--- src/rtl/ldr_host_sequencer_if.sv ---
// Avalon-MM master bus plus R-in / A-out streams and status of the LDR host sequencer.
// The sequencer drives through 'master'; the register slave and the stream peers connect through 'slave'.
interface ldr_host_sequencer_if #(
    parameter int DW = 16,
    parameter int AW = 16
);
    logic [AW-1:0] address;
    logic          read;
    logic          write;
    logic [DW-1:0] writedata;
    logic [DW-1:0] readdata;

    logic          r_valid;
    logic          r_ready;
    logic [DW-1:0] r_data;

    logic          a_valid;
    logic          a_ready;
    logic [DW-1:0] a_data;
    logic          a_last;

    logic          busy;
    logic          error;

    modport master (
        output address, read, write, writedata, r_ready,
               a_valid, a_data, a_last, busy, error,
        input  readdata, r_valid, r_data, a_ready
    );

    modport slave (
        input  address, read, write, writedata, r_ready,
               a_valid, a_data, a_last, busy, error,
        output readdata, r_valid, r_data, a_ready
    );
endinterface

--- src/rtl/ldr_host_sequencer.sv ---
// Avalon-MM master that resets/loads/starts the LDR core, polls done, and streams A0..A(ORDER) out.
// Latency: 4 cycles after the last R word to the first done poll; each A word is valid 2 cycles after its read is issued.
// Backpressure: r_ready is asserted only while loading; a_valid/a_data/a_last hold until a_ready, and no read is issued meanwhile.
module ldr_host_sequencer #(
    parameter int DW        = 16,
    parameter int AW        = 16,
    parameter int ORDER     = 10,
    parameter int REG_CTRL  = 0,
    parameter int REG_START = 1,
    parameter int REG_DONE  = 2,
    parameter int R_BASE    = 3,
    parameter int A_BASE    = 14,
    parameter int POLL_MAX  = 4096
) (
    input  logic                 clk,
    input  logic                 rst,
    ldr_host_sequencer_if.master bus
);

    localparam int KW = $clog2(ORDER + 2);
    localparam int PW = (POLL_MAX > 1) ? $clog2(POLL_MAX) : 1;

    localparam logic [KW-1:0] K_LAST   = KW'(ORDER);
    localparam logic [KW-1:0] K_LOADED = KW'(ORDER + 1);
    localparam logic [PW-1:0] P_LAST   = PW'(POLL_MAX - 1);

    localparam logic [3:0] IDLE  = 4'd0;
    localparam logic [3:0] RST1  = 4'd1;
    localparam logic [3:0] RST0  = 4'd2;
    localparam logic [3:0] LOADR = 4'd3;
    localparam logic [3:0] STA1  = 4'd4;
    localparam logic [3:0] STA0  = 4'd5;
    localparam logic [3:0] POLL  = 4'd6;
    localparam logic [3:0] PWAIT = 4'd7;
    localparam logic [3:0] RDA   = 4'd8;
    localparam logic [3:0] AWAIT = 4'd9;
    localparam logic [3:0] AOUT  = 4'd10;

    logic [3:0]    state;
    logic [KW-1:0] k;
    logic [PW-1:0] pcnt;
    logic          hs_r;
    logic          hs_a;

    assign hs_r = bus.r_valid & bus.r_ready;
    assign hs_a = bus.a_valid & bus.a_ready;

    // Bus outputs are registered: each transition sets up the access seen during the next state.
    always_ff @(posedge clk or negedge rst) begin
        if (!rst) begin
            state         <= IDLE;
            k             <= '0;
            pcnt          <= '0;
            bus.address   <= '0;
            bus.read      <= 1'b0;
            bus.write     <= 1'b0;
            bus.writedata <= '0;
            bus.r_ready   <= 1'b0;
            bus.a_valid   <= 1'b0;
            bus.a_data    <= '0;
            bus.a_last    <= 1'b0;
            bus.busy      <= 1'b0;
            bus.error     <= 1'b0;
        end else begin
            case (state)
                IDLE: begin
                    if (bus.r_valid) begin
                        bus.busy      <= 1'b1;
                        bus.error     <= 1'b0;
                        bus.write     <= 1'b1;
                        bus.address   <= AW'(REG_CTRL);
                        bus.writedata <= DW'(1);
                        state         <= RST1;
                    end
                end
                RST1: begin
                    bus.write     <= 1'b1;
                    bus.address   <= AW'(REG_CTRL);
                    bus.writedata <= '0;
                    state         <= RST0;
                end
                RST0: begin
                    bus.write   <= 1'b0;
                    bus.r_ready <= 1'b1;
                    k           <= '0;
                    state       <= LOADR;
                end
                LOADR: begin
                    // k parks at ORDER+1 for the cycle that carries the last R write.
                    if (k == K_LOADED) begin
                        bus.write     <= 1'b1;
                        bus.address   <= AW'(REG_START);
                        bus.writedata <= DW'(1);
                        state         <= STA1;
                    end else if (hs_r) begin
                        bus.write     <= 1'b1;
                        bus.address   <= AW'(R_BASE) + AW'(k);
                        bus.writedata <= bus.r_data;
                        k             <= k + 1'b1;
                        if (k == K_LAST) begin
                            bus.r_ready <= 1'b0;
                        end
                    end else begin
                        bus.write <= 1'b0;
                    end
                end
                STA1: begin
                    bus.write     <= 1'b1;
                    bus.address   <= AW'(REG_START);
                    bus.writedata <= '0;
                    state         <= STA0;
                end
                STA0: begin
                    bus.write   <= 1'b0;
                    bus.read    <= 1'b1;
                    bus.address <= AW'(REG_DONE);
                    pcnt        <= '0;
                    state       <= POLL;
                end
                POLL: begin
                    bus.read <= 1'b0;
                    state    <= PWAIT;
                end
                PWAIT: begin
                    if (bus.readdata[0]) begin
                        bus.read    <= 1'b1;
                        bus.address <= AW'(A_BASE);
                        k           <= '0;
                        state       <= RDA;
                    end else if (pcnt == P_LAST) begin
                        bus.error <= 1'b1;
                        bus.busy  <= 1'b0;
                        state     <= IDLE;
                    end else begin
                        pcnt     <= pcnt + 1'b1;
                        bus.read <= 1'b1;
                        state    <= POLL;
                    end
                end
                RDA: begin
                    bus.read <= 1'b0;
                    state    <= AWAIT;
                end
                AWAIT: begin
                    bus.a_data  <= bus.readdata;
                    bus.a_valid <= 1'b1;
                    bus.a_last  <= (k == K_LAST);
                    state       <= AOUT;
                end
                AOUT: begin
                    if (hs_a) begin
                        bus.a_valid <= 1'b0;
                        bus.a_last  <= 1'b0;
                        if (k == K_LAST) begin
                            bus.busy <= 1'b0;
                            state    <= IDLE;
                        end else begin
                            k           <= k + 1'b1;
                            bus.read    <= 1'b1;
                            bus.address <= AW'(A_BASE) + AW'(k) + AW'(1);
                            state       <= RDA;
                        end
                    end
                end
                default: state <= IDLE;
            endcase
        end
    end

endmodule

--- src/flat_wrapper.sv ---
// flat-port wrapper written by rule: the top's interface ports become plain ports
module ldr_host_sequencer_flat 
#(
    parameter int DW        = 16,
    parameter int AW        = 16,
    parameter int ORDER     = 10,
    parameter int REG_CTRL  = 0,
    parameter int REG_START = 1,
    parameter int REG_DONE  = 2,
    parameter int R_BASE    = 3,
    parameter int A_BASE    = 14,
    parameter int POLL_MAX  = 4096
)
  (clk, rst, bus_address, bus_read, bus_write, bus_writedata, bus_r_ready, bus_a_valid, bus_a_data, bus_a_last, bus_busy, bus_error, bus_readdata, bus_r_valid, bus_r_data, bus_a_ready);
  ldr_host_sequencer_if #(.DW(DW), .AW(AW)) bus_i ();
  input  logic clk;
  input  logic rst;
  output wire logic [$bits(bus_i.address)-1:0] bus_address;
  output wire logic [$bits(bus_i.read)-1:0] bus_read;
  output wire logic [$bits(bus_i.write)-1:0] bus_write;
  output wire logic [$bits(bus_i.writedata)-1:0] bus_writedata;
  output wire logic [$bits(bus_i.r_ready)-1:0] bus_r_ready;
  output wire logic [$bits(bus_i.a_valid)-1:0] bus_a_valid;
  output wire logic [$bits(bus_i.a_data)-1:0] bus_a_data;
  output wire logic [$bits(bus_i.a_last)-1:0] bus_a_last;
  output wire logic [$bits(bus_i.busy)-1:0] bus_busy;
  output wire logic [$bits(bus_i.error)-1:0] bus_error;
  input wire logic [$bits(bus_i.readdata)-1:0] bus_readdata;
  input wire logic [$bits(bus_i.r_valid)-1:0] bus_r_valid;
  input wire logic [$bits(bus_i.r_data)-1:0] bus_r_data;
  input wire logic [$bits(bus_i.a_ready)-1:0] bus_a_ready;
  assign bus_address = bus_i.address;
  assign bus_read = bus_i.read;
  assign bus_write = bus_i.write;
  assign bus_writedata = bus_i.writedata;
  assign bus_r_ready = bus_i.r_ready;
  assign bus_a_valid = bus_i.a_valid;
  assign bus_a_data = bus_i.a_data;
  assign bus_a_last = bus_i.a_last;
  assign bus_busy = bus_i.busy;
  assign bus_error = bus_i.error;
  assign bus_i.readdata = bus_readdata;
  assign bus_i.r_valid = bus_r_valid;
  assign bus_i.r_data = bus_r_data;
  assign bus_i.a_ready = bus_a_ready;
  ldr_host_sequencer #(.DW(DW), .AW(AW), .ORDER(ORDER), .REG_CTRL(REG_CTRL), .REG_START(REG_START), .REG_DONE(REG_DONE), .R_BASE(R_BASE), .A_BASE(A_BASE), .POLL_MAX(POLL_MAX)) u_core (.clk(clk), .rst(rst), .bus(bus_i));
endmodule
--- config.mk ---
export PLATFORM = sky130hd
export DESIGN_NAME = ldr_host_sequencer_flat
export DESIGN_NICKNAME = d
export VERILOG_FILES = /design/src/rtl/ldr_host_sequencer_if.sv /design/src/rtl/ldr_host_sequencer.sv /design/src/flat_wrapper.sv
export SDC_FILE = /design/constraint.sdc
export NUM_CORES = 1
export LEC_CHECK = 0
export CAP_MARGIN = 20
export CORE_MARGIN = 3
export CORE_UTILIZATION = 34
export CTS_CLUSTER_SIZE = 14
export DETAILED_ROUTE_END_ITERATION = 10
export PLACE_DENSITY = 0.65
export SLEW_MARGIN = 20
export SYNTH_ARGS = -nofsm -noshare
export SYNTH_HDL_FRONTEND = slang
export SYNTH_SLANG_ARGS = --single-unit
--- constraint.sdc ---
create_clock -name clk -period 5.85 [get_ports clk]
set_input_delay 1.755 -clock clk [delete_from_list [all_inputs] [get_ports clk]]
set_output_delay 1.755 -clock clk [all_outputs]
set_load 0.02 [all_outputs]
### Word level (Yosys, flattened, before mapping)

Index checks and enable logic that the tools add are counted.

* input bits: 36
* word-level logic and storage cells: 123
* register bits: 75

* eq/ne operators: 27
* muxes and demuxes: 51
* reductions and logical operators: 25
* add/subtract/negate cells: 5
* bitwise operators: 2

Operators by type and width (count)
* $mux 16: 9
* $pmux 16 s7: 1
* $pmux 16 s3: 1
* $pmux 4 s11: 1
* $mux 4: 10
* $mux 12: 2
* $pmux 12 s2: 1
* $eq 4x4->1 const B: 5
* $reduce_and 6->1: 3
* $mux 1: 17
* $add 16x1->16 const B: 1
* $eq 4x3->1 const B: 4
* $pmux 4 s4: 1
* $add 12x1->12 const B: 1
* $eq 12x12->1 const B: 1
* $ne 2x1->1 const B: 6
* $ne 2x2->1 const B: 6
* $reduce_and 4->1: 3
* $reduce_bool 4->1: 3
* $reduce_and 3->1: 3
* $eq 4x2->1 const B: 2
* $pmux 1 s2: 4
* $pmux 1 s4: 2
* $reduce_bool 2->1: 4
* other kinds (14): 19

### Longest topological paths before layout

Gate-level depths: netlist of the first run.

* depth after elaboration: 5
* mapped depth: 8

### Worst setup path before layout of the first run

No wires, ideal clock.

* path kind: input to register
* start: in bus_r_valid
* end: reg u_core.bus.address[0]
* setup slack: 2.799 ns
* library setup time: 0.125 ns
* path buffers: 1
* data required time: 5.725 ns
* data arrival time: 2.926 ns
* cell stages on the path: 5
* cell sequence: clkbuf_1 o31a_1 nor2_4 nor3_4 mux2_2

* word-level cells in the longest chain between the ends: 3
* elaborated cells on any way between the ends: 4

Ends and longest elaborated chain
* start: declaration: RTL line flat_wrapper.sv:29 `input wire logic [$bits(bus_i.r_valid)-1:0] bus_r_valid;`
* $and 1x1->1: RTL line ldr_host_sequencer.sv:45 `assign hs_r = bus.r_valid & bus.r_ready;`
* $ne 3x1->1 (no source line)
* $reduce_and 6->1 (no source line) (*)
* end signal: assignment: RTL line ldr_host_sequencer.sv:71 `bus.address <= AW'(REG_CTRL);`
* end signal: assignment: RTL line ldr_host_sequencer.sv:78 `bus.address <= AW'(REG_CTRL);`
* end signal: assignment: RTL line ldr_host_sequencer.sv:92 `bus.address <= AW'(REG_START);`
* end: declaration: RTL line ldr_host_sequencer_if.sv:26 `output address, read, write, writedata, r_ready,`

Every way passes the cells marked *; elsewhere a longest branch is shown, timed or not.
A chain may end at the register's enable or synchronous reset.

### Worst setup path in the final report of the first run

* start: in bus_r_valid
* end: reg u_core.bus.address[5]

Same word-level chain as after synthesis.

==> summary.md, run 1 <==
The final cycle utilization of the critical path was 55.8%. STA classifies the critical path startpoint as an input pin. The normalized max-slew margin came out at 40.7%. From bottom edge to top edge, the die measures 109 um. Once placement completed, the tool counted placed cells totaling 557. The number of max-slew violations in the final report was 0; the number of remaining DRC errors was 0. In this run the register-to-register setup slack is 3.32 ns. The initial antenna violation count is 0.

Internal power comes to 1.36 mW. Leaving out fill and tap cells, the most frequent cell in the layout is clkdlybuf4s50_1. The cell count after synthesis was 363. Summing all non-filler instances in the final layout gives an area of 4600 um2. After synthesis, the share of flip-flops with an asynchronous set or reset is 100%. The post-route minimum period is 3.26 ns, and the fraction of power spent switching nets is 42.6%. The tools report the overall routing resource usage as 15.4%. After synthesis, the cell types taking the most area are dfrtp_1, mux2_2, nand2_1.

After floorplanning, the core was sized to cover 10000 um2. The first detailed-routing pass took 5 iterations. In the final timing run, aggregate negative setup slack is 0 ns. The H-tree was split into 3 levels. The clock net in this run drives a total of 65 sinks. The power density over the cells works out to 515 nW/um2. The number of port buffers works out to 80.

For this design the total switching power over the nets is 1.01 mW. In this run, post-CTS repair resized a total of 0 instances. Non-filler instance count after layout: 573.

The number of hold buffers added after CTS is 0, and the biggest fanout along the worst timing path is 8. The reg-to-reg critical path startpoint was u_core.state[1]. The classification of the worst-slack hold path was reg -> reg. The first routing iteration left 268 violations. TritonCTS built the clock tree. The signal arrival time at the worst endpoint is 3.50 ns. Sequential elements use 45.4% of the synthesized area.

Compared with the post-synthesis result, the final layout area differs by 28.2%. The layout has 952 filler cells. The top achievable clock speed came out at 0.307 GHz. Once the clock tree was built, the setup fixing pass inserted 0 buffers.

The floorplan step defined a die boundary enclosing 11800 um2. Chip width: 109 um. The tools report the cell chosen for the clock root as clkbuf_8. Summed over all layers, the routed wires come to 8840 um. Clock-pin slew was measured on the worst setup and hold paths at 0.08 ns.

For the final RePlAce weighted congestion, the log shows 0.842. The layout cell share with drive strength beyond 1 came out at 12.3%. The cell type contributing the most total cell area after synthesis is dfrtp_1. Summing every instance area after synthesis gives 3590 um2. Entering global routing, the biggest net connects 66 pins. Combinational logic is responsible for 49.5% of the overall power. The worst setup path is of the in -> reg kind. For the final layout net count, the log shows 479. The count of final hold-check violations was 0.

For this block, the via count after detailed routing is 2955. In the layout the commonest cells are clkdlybuf4s50_1, dfrtp_1, nand2_1. The number of global-route vias before repair came out at 2869. The worst setup path is captured at a register. In this run the cell area measured after placement is 4380 um2. The clock network burns 17.4% of the power. Number of cells on the worst hold path: 1. The tools report the number of maximum-capacitance constraint violations as 0.

In this run the most critical hold path is launched from u_core.pcnt[10]. In the routed layout, each cell is associated on average with a via count of 5.16. Row generation in the floorplan step produced 36 rows. The share of synthesized area in the top cell type comes to 45.4%.

The slew at the pin closest to its max-slew limit is 0.887 ns. Required time of the worst setup path: 6.09 ns. The netlist uses 58 different library cells. The final antenna-violating net count is 0. The tools report the count of endpoints failing setup in the final report as 0.

For the worst flop-to-flop path, the logic depth is 4. Setup repair after global routing left no endpoint under its margin. The endpoint identified for the worst register-to-register timing path is u_core.bus.writedata[7]. For this design the static power due to leakage is 1.91 nW.

The initial utilization of the core area, before any placement, comes to 35.9%. After detailed routing, the average wire length per cell comes to 15.4 um. Synthesis inferred 65 register bits.

During synthesis, Yosys emitted a total of 0 warnings. Clock latency on the worst-skew pair, taken at its later pin, is 0.35 ns. The HPWL after detailed placement is 6280 um.

The worst hold margin was 0.477 ns. The average cell area after synthesis came out at 9.88 um2. For this run, the leading register cell type out of synthesis is dfrtp_1. The largest clock skew in the final design came out at 0.0152 ns. The worst hold path terminates at u_core.pcnt[10].

The number of antenna diodes in the final layout is 0. Registers are responsible for 33.1% of the overall power. For this run the aggregate overflow at the end of global routing stands at 0. Buffers inserted during clock tree synthesis total 9.

The run gives 14300 um as the first-pass GRT wire length. The post-route core utilization is 46.0%. The run finished with clean final reports. The tools report the number of I/O pins as 91. No sink is reached through more buffers than the 2 on the longest clock path.

The synthesized design contains 0 enable-type register cells. For the worst voltage drop across the vdd grid, the log shows 0.000287 V.
-- through the flow --
stage | total power [mW] | setup WS, ns
detailed placement | 1.96 | 2.26
CTS | 2.39 | 2.63
floorplan | 1.56 | 2.80
finish | 2.36 | 2.59
global route | 2.53 | 2.50
global placement | 1.94 | 2.30
-- logic make-up (layout without fill, tap and decap cells) --
family          Yosys count  after routing  share of synthesized area, %
fa+ha+maj                 8              8                          2.79
buf+inv                  37            105                          6.70
mux                      23             23                          7.19
simple gates            133            133                          19.6
xor+xnor                 13             13                          3.18
compound gates           83             83                          15.1
flops                    65             65                          45.4
other cells               1             10                         0.105
-- final cells by class --
| cell class | instances | area (um2) | area share [%] |
|---|---|---|---|
| tap | 133 | 166 | 3.62 |
| clock buffer | 11 | 151 | 3.29 |
| inverter | 8 | 30.0 | 0.653 |
| multi-input combinational | 270 | 1760 | 38.2 |
| timing repair buffer | 81 | 803 | 17.5 |
| sequential | 65 | 1630 | 35.4 |
| clock inverter | 5 | 62.6 | 1.36 |
-- worst max-delay path: stages --
cell             delay, ns
clkdlybuf4s50_1       0.64
o31a_1                0.32
nor2_4                0.07
nor3_4                0.32
mux2_2                0.38
-- worst max-delay path by stage --
| stage | from | to | slack (ns) | cells after the start |
|---|---|---|---|---|
| after floorplan | bus_r_valid | u_core.bus.address[0] | 2.80 | 5 |
| after global placement | bus_r_valid | u_core.bus.address[5] | 2.30 | 5 |
| after detailed placement | bus_r_valid | u_core.bus.address[5] | 2.26 | 5 |
| after CTS | u_core.bus.r_ready | bus_r_ready | 2.63 | 1 |
| after global routing | bus_readdata[0] | u_core.k[2] | 2.50 | 6 |
| final | bus_r_valid | u_core.bus.address[5] | 2.59 | 5 |
-- registers in the layout (all words and copies together) (netlist names) --
register and flops:
u_core.bus.a_valid 1, u_core.bus.a_last 1, u_core.bus.writedata 16, u_core.bus.busy 1, u_core.bus.address 6, u_core.pcnt 12
u_core.bus.r_ready 1, u_core.bus.write 1, u_core.bus.error 1, u_core.bus.read 1, u_core.k 4, u_core.state 4
u_core.bus.a_data 16
-- Yosys cell counts, types with 5 or more instances --
| master | instances |
|---|---|
| nor2b_1 | 6 |
| and3_1 | 5 |
| nand2_1 | 62 |
| a21oi_1 | 12 |
| o21ai_0 | 40 |
| xor2_1 | 10 |
| nor2_1 | 21 |
| mux2_2 | 22 |
| ha_1 | 8 |
| o211ai_1 | 6 |
| nand3_1 | 7 |
| buf_2 | 6 |
| dfrtp_1 | 65 |
| inv_1 | 8 |
| buf_6 | 6 |
| buf_4 | 13 |
-- metal layers --
| layer | vias up | part of all wire (%) | track usage (%) |
|---|---|---|---|
| met5 | - | 0 | 0 |
| met4 | 0 | 1.4 | 5.59 |
| met3 | 14 | 7.0 | 4.32 |
| met2 | 107 | 47 | 22.9 |
| met1 | 1427 | 45 | 21.5 |
| li1 | 1407 | - | - |
-- power by group through the flow --
stage	combinational (mW)	sequential [mW]	clock (mW)
5_1_grt	1.28	0.809	0.445
3_5_place_dp	1.17	0.790	0
2_1_floorplan	0.692	0.872	0
4_1_cts	1.18	0.782	0.424
3_3_place_gp	1.15	0.782	0
6_report	1.17	0.783	0.411
No activity file was read; power rests on OpenSTA's default activity.
==> inputs of run 2 (changes only) <==
--- a/config.mk
+++ b/config.mk
@@ -10,7 +10,7 @@
 export CORE_UTILIZATION = 34
 export CTS_CLUSTER_SIZE = 14
 export DETAILED_ROUTE_END_ITERATION = 10
-export PLACE_DENSITY = 0.65
+export PLACE_DENSITY = 0.67
 export SLEW_MARGIN = 20
 export SYNTH_ARGS = -nofsm -noshare
 export SYNTH_HDL_FRONTEND = slang
==> constraint.sdc (replaced) <==
create_clock -name clk -period 2.9 [get_ports clk]
set_input_delay 0.87 -clock clk [delete_from_list [all_inputs] [get_ports clk]]
set_output_delay 0.87 -clock clk [all_outputs]
set_load 0.02 [all_outputs]
==> run 2 against run 1 <==
Effect of this change:
- wire length shrank 5.2%
- setup slack lost 2.0 ns
- non-clock buffer count increased by 6
- sequential power grew 99%
- via count fell by 2.4%
- sequential share of layout area down 0.45 points
- total power increased by 100%
- worst hold slack better by 0.0021 ns
- critical path depth grew 2
==> summary.md, run 2 (same netlist as run 1, synthesis figures left out) <==
The flow ran to the end, and the final reports show no timing, DRC or antenna violations. For this design the top-level I/O count stands at 91. Biggest cell delay along the critical path: 0.53 ns.

After detailed routing, the number of remaining DRC violations is 0. The run gives 0 as the count of buffers added by post-CTS timing repair for setup. The completed layout was analyzed and its total power is 4.82 mW. The initial antenna violation count came out at 0. From bottom edge to top edge, the die measures 109 um. The half-perimeter wire length after placement is 6270 um, and the biggest fanout along the worst timing path is 9. The number of maximum-capacitance constraint violations was 0.

The first-pass GRT wire length is 13700 um, and the number of buffer and inverter instances along the worst setup path is 1. Before antenna repair, the detailed router went through 4 iterations. Number of buffers created by CTS: 9.

After global routing, the most crowded layer is met2. Capturing element type of the critical path: a register. In the layout the commonest cells are clkdlybuf4s50_1, dfrtp_1, nand2_1. Setup violations remaining at the end of the flow were counted as 0.

For this block, the routed nets add up to 8390 um of wire. The area added between synthesis and finish is 29.8%. The CTS H-tree depth is 3, and the post-route minimum period is 2.32 ns. In the final design database the tool counted 485 nets.

The later pin in the worst-skew pair is clocked with a latency of 0.34 ns. The logs give 0.274 ns for the setup slack at placement and 2.54 ns for the signal arrival time at the worst endpoint. The full die area came out at 11800 um2.

The power density over the cells is 1040 nW/um2, and the ratio of routed vias to standard cells is 4.99. Total congestion overflow after global routing: 0. Counting along the longest clock path gives a buffer depth of 2. At the pin with the least slew margin, the transition time is 0.694 ns. The highest-delay cell along the critical path is dfrtp_1. Walking the worst path, the cells encountered are inv_1, ha_1, and3b_1, nor2_1, a21oi_1, nor3_4, mux2_2. The critical path is of the reg -> reg type. In this run the remaining antenna-violating nets after routing total 0. The number of max-slew violations in the final report was 0. 0 antenna diodes ended up in the layout.

The analysis attributes to cell leakage a power of 1.95 nW. The top cell family by delay on the critical path is simple AND/OR/NAND/NOR gates. The logs give 53.7% for the normalized max-slew margin and 0 for the number of cells upsized or downsized after cts.

Setup repair after global routing left no endpoint under its margin. TritonCTS built the clock tree. The number of rows in the core area was 36. The detailed router finished its first iteration with 191 violations. The overall routing resource usage was 14.5%. The tools report the number of global-route vias before repair as 2853. Post-route core utilization: 46.5%. The routed wirelength normalized by instance count was 14.5 um; the largest clock skew in the final design was 0.00916 ns. In this run the worst hold path is classified as reg -> reg. IR analysis of the VDD net gives a maximum drop of 0.000614 V. The number of hold buffers added after CTS is 0.

The leading cell type in the layout, fill and taps excluded is clkdlybuf4s50_1. Derived from the worst setup path, the maximum achievable clock frequency is 0.431 GHz. For this run, global-route usage on met2 was measured as 23.0%.

The number of port buffers works out to 80. For the worst setup path, the data required time is 3.12 ns. After layout, the worst setup slack is 0.582 ns. The area of the placeable core was 10000 um2. Cell chosen for the clock root: clkbuf_8. The largest registers in the layout are u_core.bus.a_data (16), u_core.bus.writedata (16), u_core.pcnt (12). In the final timing run, aggregate negative setup slack is 0 ns.

The congestion estimate from routability-driven global placement came to 0.897. Routing usage on met3: 3.37%. The effective utilization at floorplan is 35.9%, and the chip width is 109 um. Entering global routing, the biggest net connects 41 pins. The clock-pin slew on the worst setup and hold paths is 0.07 ns. For the count of final hold-check violations, the log shows 0. Layout cell share with drive strength beyond 1: 13.0%. The routing usage on met1 was 19.7%; the final cycle utilization of the critical path was 79.9%. For the total via count after detailed routing, the log shows 2883. The critical path launch point type is a register.

The clock drives 65 sinks.
run 2: cell count changes in the layout (fill, tap and decap cells not counted), sizes merged:
cell and delta:
bufinv +1, clkbuf -1, inv -1, buf +6
run 2: metrics by stage:
step	hold WS [ns]	instances	instance area [um2]
2_1_floorplan	0.441	372	3620
3_3_place_gp	0.464	563	4440
3_5_place_dp	0.471	563	4440
4_1_cts	0.486	578	4650
5_1_grt	0.514	578	4650
6_report	0.480	578	4650
run 2: routing by layer:
metal  part of all wire [%]  vias up  routed length [um]
met5                      0        -                   0
met4                    1.0        0                  87
met3                    5.6       10                 471
met2                     46       78                3890
met1                     47     1378                3940
li1                       -     1417                   -
run 2: worst paths after layout:
| check | from | end | slack [ns] | cells after the start |
|---|---|---|---|---|
| setup / recovery | u_core.k[0] | u_core.bus.address[4] | 0.58 | 7 |
| hold / removal | u_core.bus.writedata[6] | u_core.bus.writedata[6] | 0.48 | 2 |
| setup reg to reg | u_core.k[0] | u_core.bus.address[4] | 0.58 | 7 |
| hold reg to reg | u_core.bus.writedata[6] | u_core.bus.writedata[6] | 0.48 | 2 |
| max in group asynchronous | rst | u_core.bus.a_data[5] | 1.73 | 2 |
| min in group asynchronous | rst | u_core.bus.a_data[2] | 0.53 | 1 |
run 2: power by group:
group	total, mW	leakage [nW]	internal [mW]	switching [mW]
combinational	2.42	0.990	1.10	1.31
sequential	1.56	0.857	1.23	0.327
clock	0.847	0.104	0.501	0.346
run 2: area by class of cell:
class | instances | area, um2
fill | 980 | 5350
multi-input combinational | 270 | 1750
sequential | 65 | 1630
timing repair buffer | 87 | 861
tap | 133 | 166
clock buffer | 10 | 138
clock inverter | 5 | 80.1
inverter | 8 | 30.0
run 2: tightest hold or removal path, stage by stage, from the launching register on:
cell and delay [ns]:
dfrtp_1 0.34, nand2_1 0.04, o21ai_0 0.06
==> inputs of run 3 (changes only) <==
--- a/config.mk
+++ b/config.mk
@@ -10,7 +10,7 @@
 export CORE_UTILIZATION = 34
 export CTS_CLUSTER_SIZE = 14
 export DETAILED_ROUTE_END_ITERATION = 10
-export PLACE_DENSITY = 0.67
+export PLACE_DENSITY = 0.65
 export SLEW_MARGIN = 20
 export SYNTH_ARGS = -nofsm -noshare
 export SYNTH_HDL_FRONTEND = slang
==> constraint.sdc (replaced) <==
create_clock -name clk -period 2.3 [get_ports clk]
set_input_delay 0.69 -clock clk [delete_from_list [all_inputs] [get_ports clk]]
set_output_delay 0.69 -clock clk [all_outputs]
set_load 0.02 [all_outputs]
==> run 3 against run 2 <==
Effect of this change:
- global-route usage increased by 1.4 points
- highest routed layer unchanged
- non-clock buffer count up 18
- flip-flop and latch count unchanged
- via count grew 5.0%
- clock power up 23%
- register-to-register slack lost 0.42 ns
- wire length rose by 8.8%
- count of clock-buffer cells in the layout up 1
- clock skew up 0.0043 ns
- critical path depth shrank 6
==> summary.md, run 3 (same netlist as run 1, synthesis figures left out) <==
The run finished with clean final reports. The area of the placeable core was 10000 um2. The final antenna-violating net count was 0. The worst path uses 93.6% of the clock period. The number of global-route vias before repair came out at 2945. The number of max-slew violations in the final report is 0, and the number of rows in the core area is 36. The number of buffer and inverter instances along the worst setup path works out to 1. Hold is met by 0.341 ns. STA puts the critical path data required time at 1.61 ns. The die covers 11800 um2. The number of clock buffers added by TritonCTS is 9. The logs give 192 for the number of design-rule violations left by the first detailed-router iteration and 0 for the number of antenna repair diodes. The logs give 0.933 for the final RePlAce weighted congestion and 3028 for the total via count after detailed routing.

Measured against its own limit, the worst slew margin works out to 65.2%. The worst setup path is captured at a primary output. The layout has 926 filler cells. The biggest fanout along the worst timing path was 4.

The initial antenna violation count is 0, and the count of final hold-check violations is 0. For the number of I/O pins, the log shows 91. The tools report the number of remaining DRC errors as 0.

Slew at the pin closest to its max-slew limit: 0.518 ns. The biggest cell delay along the critical path is 0.65 ns. The power density over the cells came out at 1300 nW/um2.

The pre-antenna-repair detailed-routing pass consisted of 5 iterations. The final layout contains routed wiring with a total length of 9120 um. TritonCTS built the clock tree.

In this run the deepest clock path goes through 2 buffers. The post-route minimum period was 2.15 ns; the number of cells upsized or downsized after cts was 0. The first global-routing pass estimated 14600 um of wire. The initial utilization of the core area, before any placement, comes to 35.9%. Based on the critical path, the design can be clocked at up to 0.465 GHz. The register area came out at 1630 um2. The total number of clock tree sinks is 65.

After clock tree synthesis, the flow added hold-fix buffers numbering 0. The highest layer used for signal routing was met4. Across the run, the number of max-cap violations was 0.

Of the cells placed in the final design, the portion with a size suffix greater than 1 is 16.6%. The total congestion overflow after global routing is 0, and the routed wirelength normalized by instance count is 15.3 um. For the post-route core utilization, the log shows 48.0%. The library cell used most frequently in the layout, excluding fill and tap cells, is clkdlybuf4s50_1. STA classifies the critical path startpoint as a register. Buffers added to address setup during post-CTS repair amount to 0. The CTS H-tree depth was 3. In the routed layout, each cell is associated on average with a via count of 5.07.

Clock-pin slew was measured on the worst setup and hold paths at 0.08 ns. The overall routing resource usage was 15.9%; the area added between synthesis and finish was 33.8%. The total length of routed met3 wires was 687 um; the number of port buffers was 80. Across the VDD grid, the largest voltage drop is 0.000660 V.

Among all stages on the critical path, the largest delay is contributed by clkdlybuf4s50_1. The chip width works out to 109 um. In the final layout, the registers with the most flip-flops are u_core.bus.a_data (16), u_core.bus.writedata (16), u_core.pcnt (12). The met2 wire length is 4260 um, and the die outline height is 109 um.

The worst hold path belongs to the class in -> async. Traced cell by cell, the critical path runs through clkdlybuf4s50_1. Leaving out fill and tap cells, the most frequent cells in the layout are clkdlybuf4s50_1, dfrtp_1, nand2_1. Count of endpoints failing setup in the final report: 0. For this design the static power due to leakage is 2.05 nW.

The tools report the pin count of the biggest net entering global routing as 66. Cell chosen for the clock root: clkbuf_8. The final layout contains 503 nets. The critical path in this run is classified as reg -> out. The multi-input combinational cells in the finished layout cover a total of 1750 um2.

For this block, wires on met1 add up to 4070 um. For the worst setup path, the data arrival time is 1.46 ns. The cell family contributing the most delay on the critical path is buffers and inverters. The later pin in the worst-skew pair is clocked with a latency of 0.35 ns. Setup repair after global routing left no endpoint under its margin. The half-perimeter wire length after placement is 6780 um.

Across the routed clock network, the largest skew measured is 0.0135 ns.
## run 3: worst paths after layout
kind / endpoint / startpoint / slack, ns / cells past startpoint
max in group asynchronous: u_core.k[2] / rst / 1.66 / 2
min reg2reg: u_core.bus.writedata[3] / u_core.bus.writedata[3] / 0.48 / 2
min in group clk: u_core.bus.writedata[3] / u_core.bus.writedata[3] / 0.48 / 2
max reg2reg: u_core.bus.address[3] / u_core.k[0] / 0.16 / 6
min: u_core.bus.a_data[10] / rst / 0.34 / 2
max: bus_r_ready / u_core.bus.r_ready / 0.15 / 1
## run 3: worst reg2reg max path, stage by stage, from the launching register on
cell and delay, ns:
dfrtp_1 0.44, ha_1 0.26, and3b_1 0.28, o31a_1 0.25
nor2_4 0.07, nor3_4 0.35, mux2_2 0.39
## run 3: layer usage
metal  vias to the layer above  GRT usage (%)
met5                         -              0
met1                      1454           22.4
met2                       117           23.7
met3                        10           4.26
li1                       1447              -
met4                         0           4.96
## run 3: cell type report
class | instances | share of cell area [%]
clock buffers | 11 | 3.16
clock inverters | 5 | 1.28
inverters | 8 | 0.626
multi-input cells | 270 | 36.5
flip-flops and latches | 65 | 33.9
well taps | 133 | 3.47
repair buffers | 105 | 21.0
## run 3: where the power goes
part           total, mW  internal (mW)  switching, mW
clock network       1.04          0.568          0.472
registers           1.85           1.56          0.289
logic               3.37           1.52           1.85
## run 3: through the flow
| step | setup WS, ns | total power [mW] | TNS, ns | area [um2] | std cells |
|---|---|---|---|---|---|
| finish | 0.148 | 6.26 | 0 | 4800 | 597 |
| global route | 0.0582 | 6.68 | 0 | 4800 | 597 |
| global placement | 0.00877 | 5.17 | 0 | 4580 | 581 |
| detailed placement | -0.0343 | 5.24 | -0.0689 | 4580 | 581 |
| CTS | 0.150 | 6.30 | 0 | 4800 | 597 |
| floorplan | 0.314 | 3.98 | 0 | 3620 | 372 |
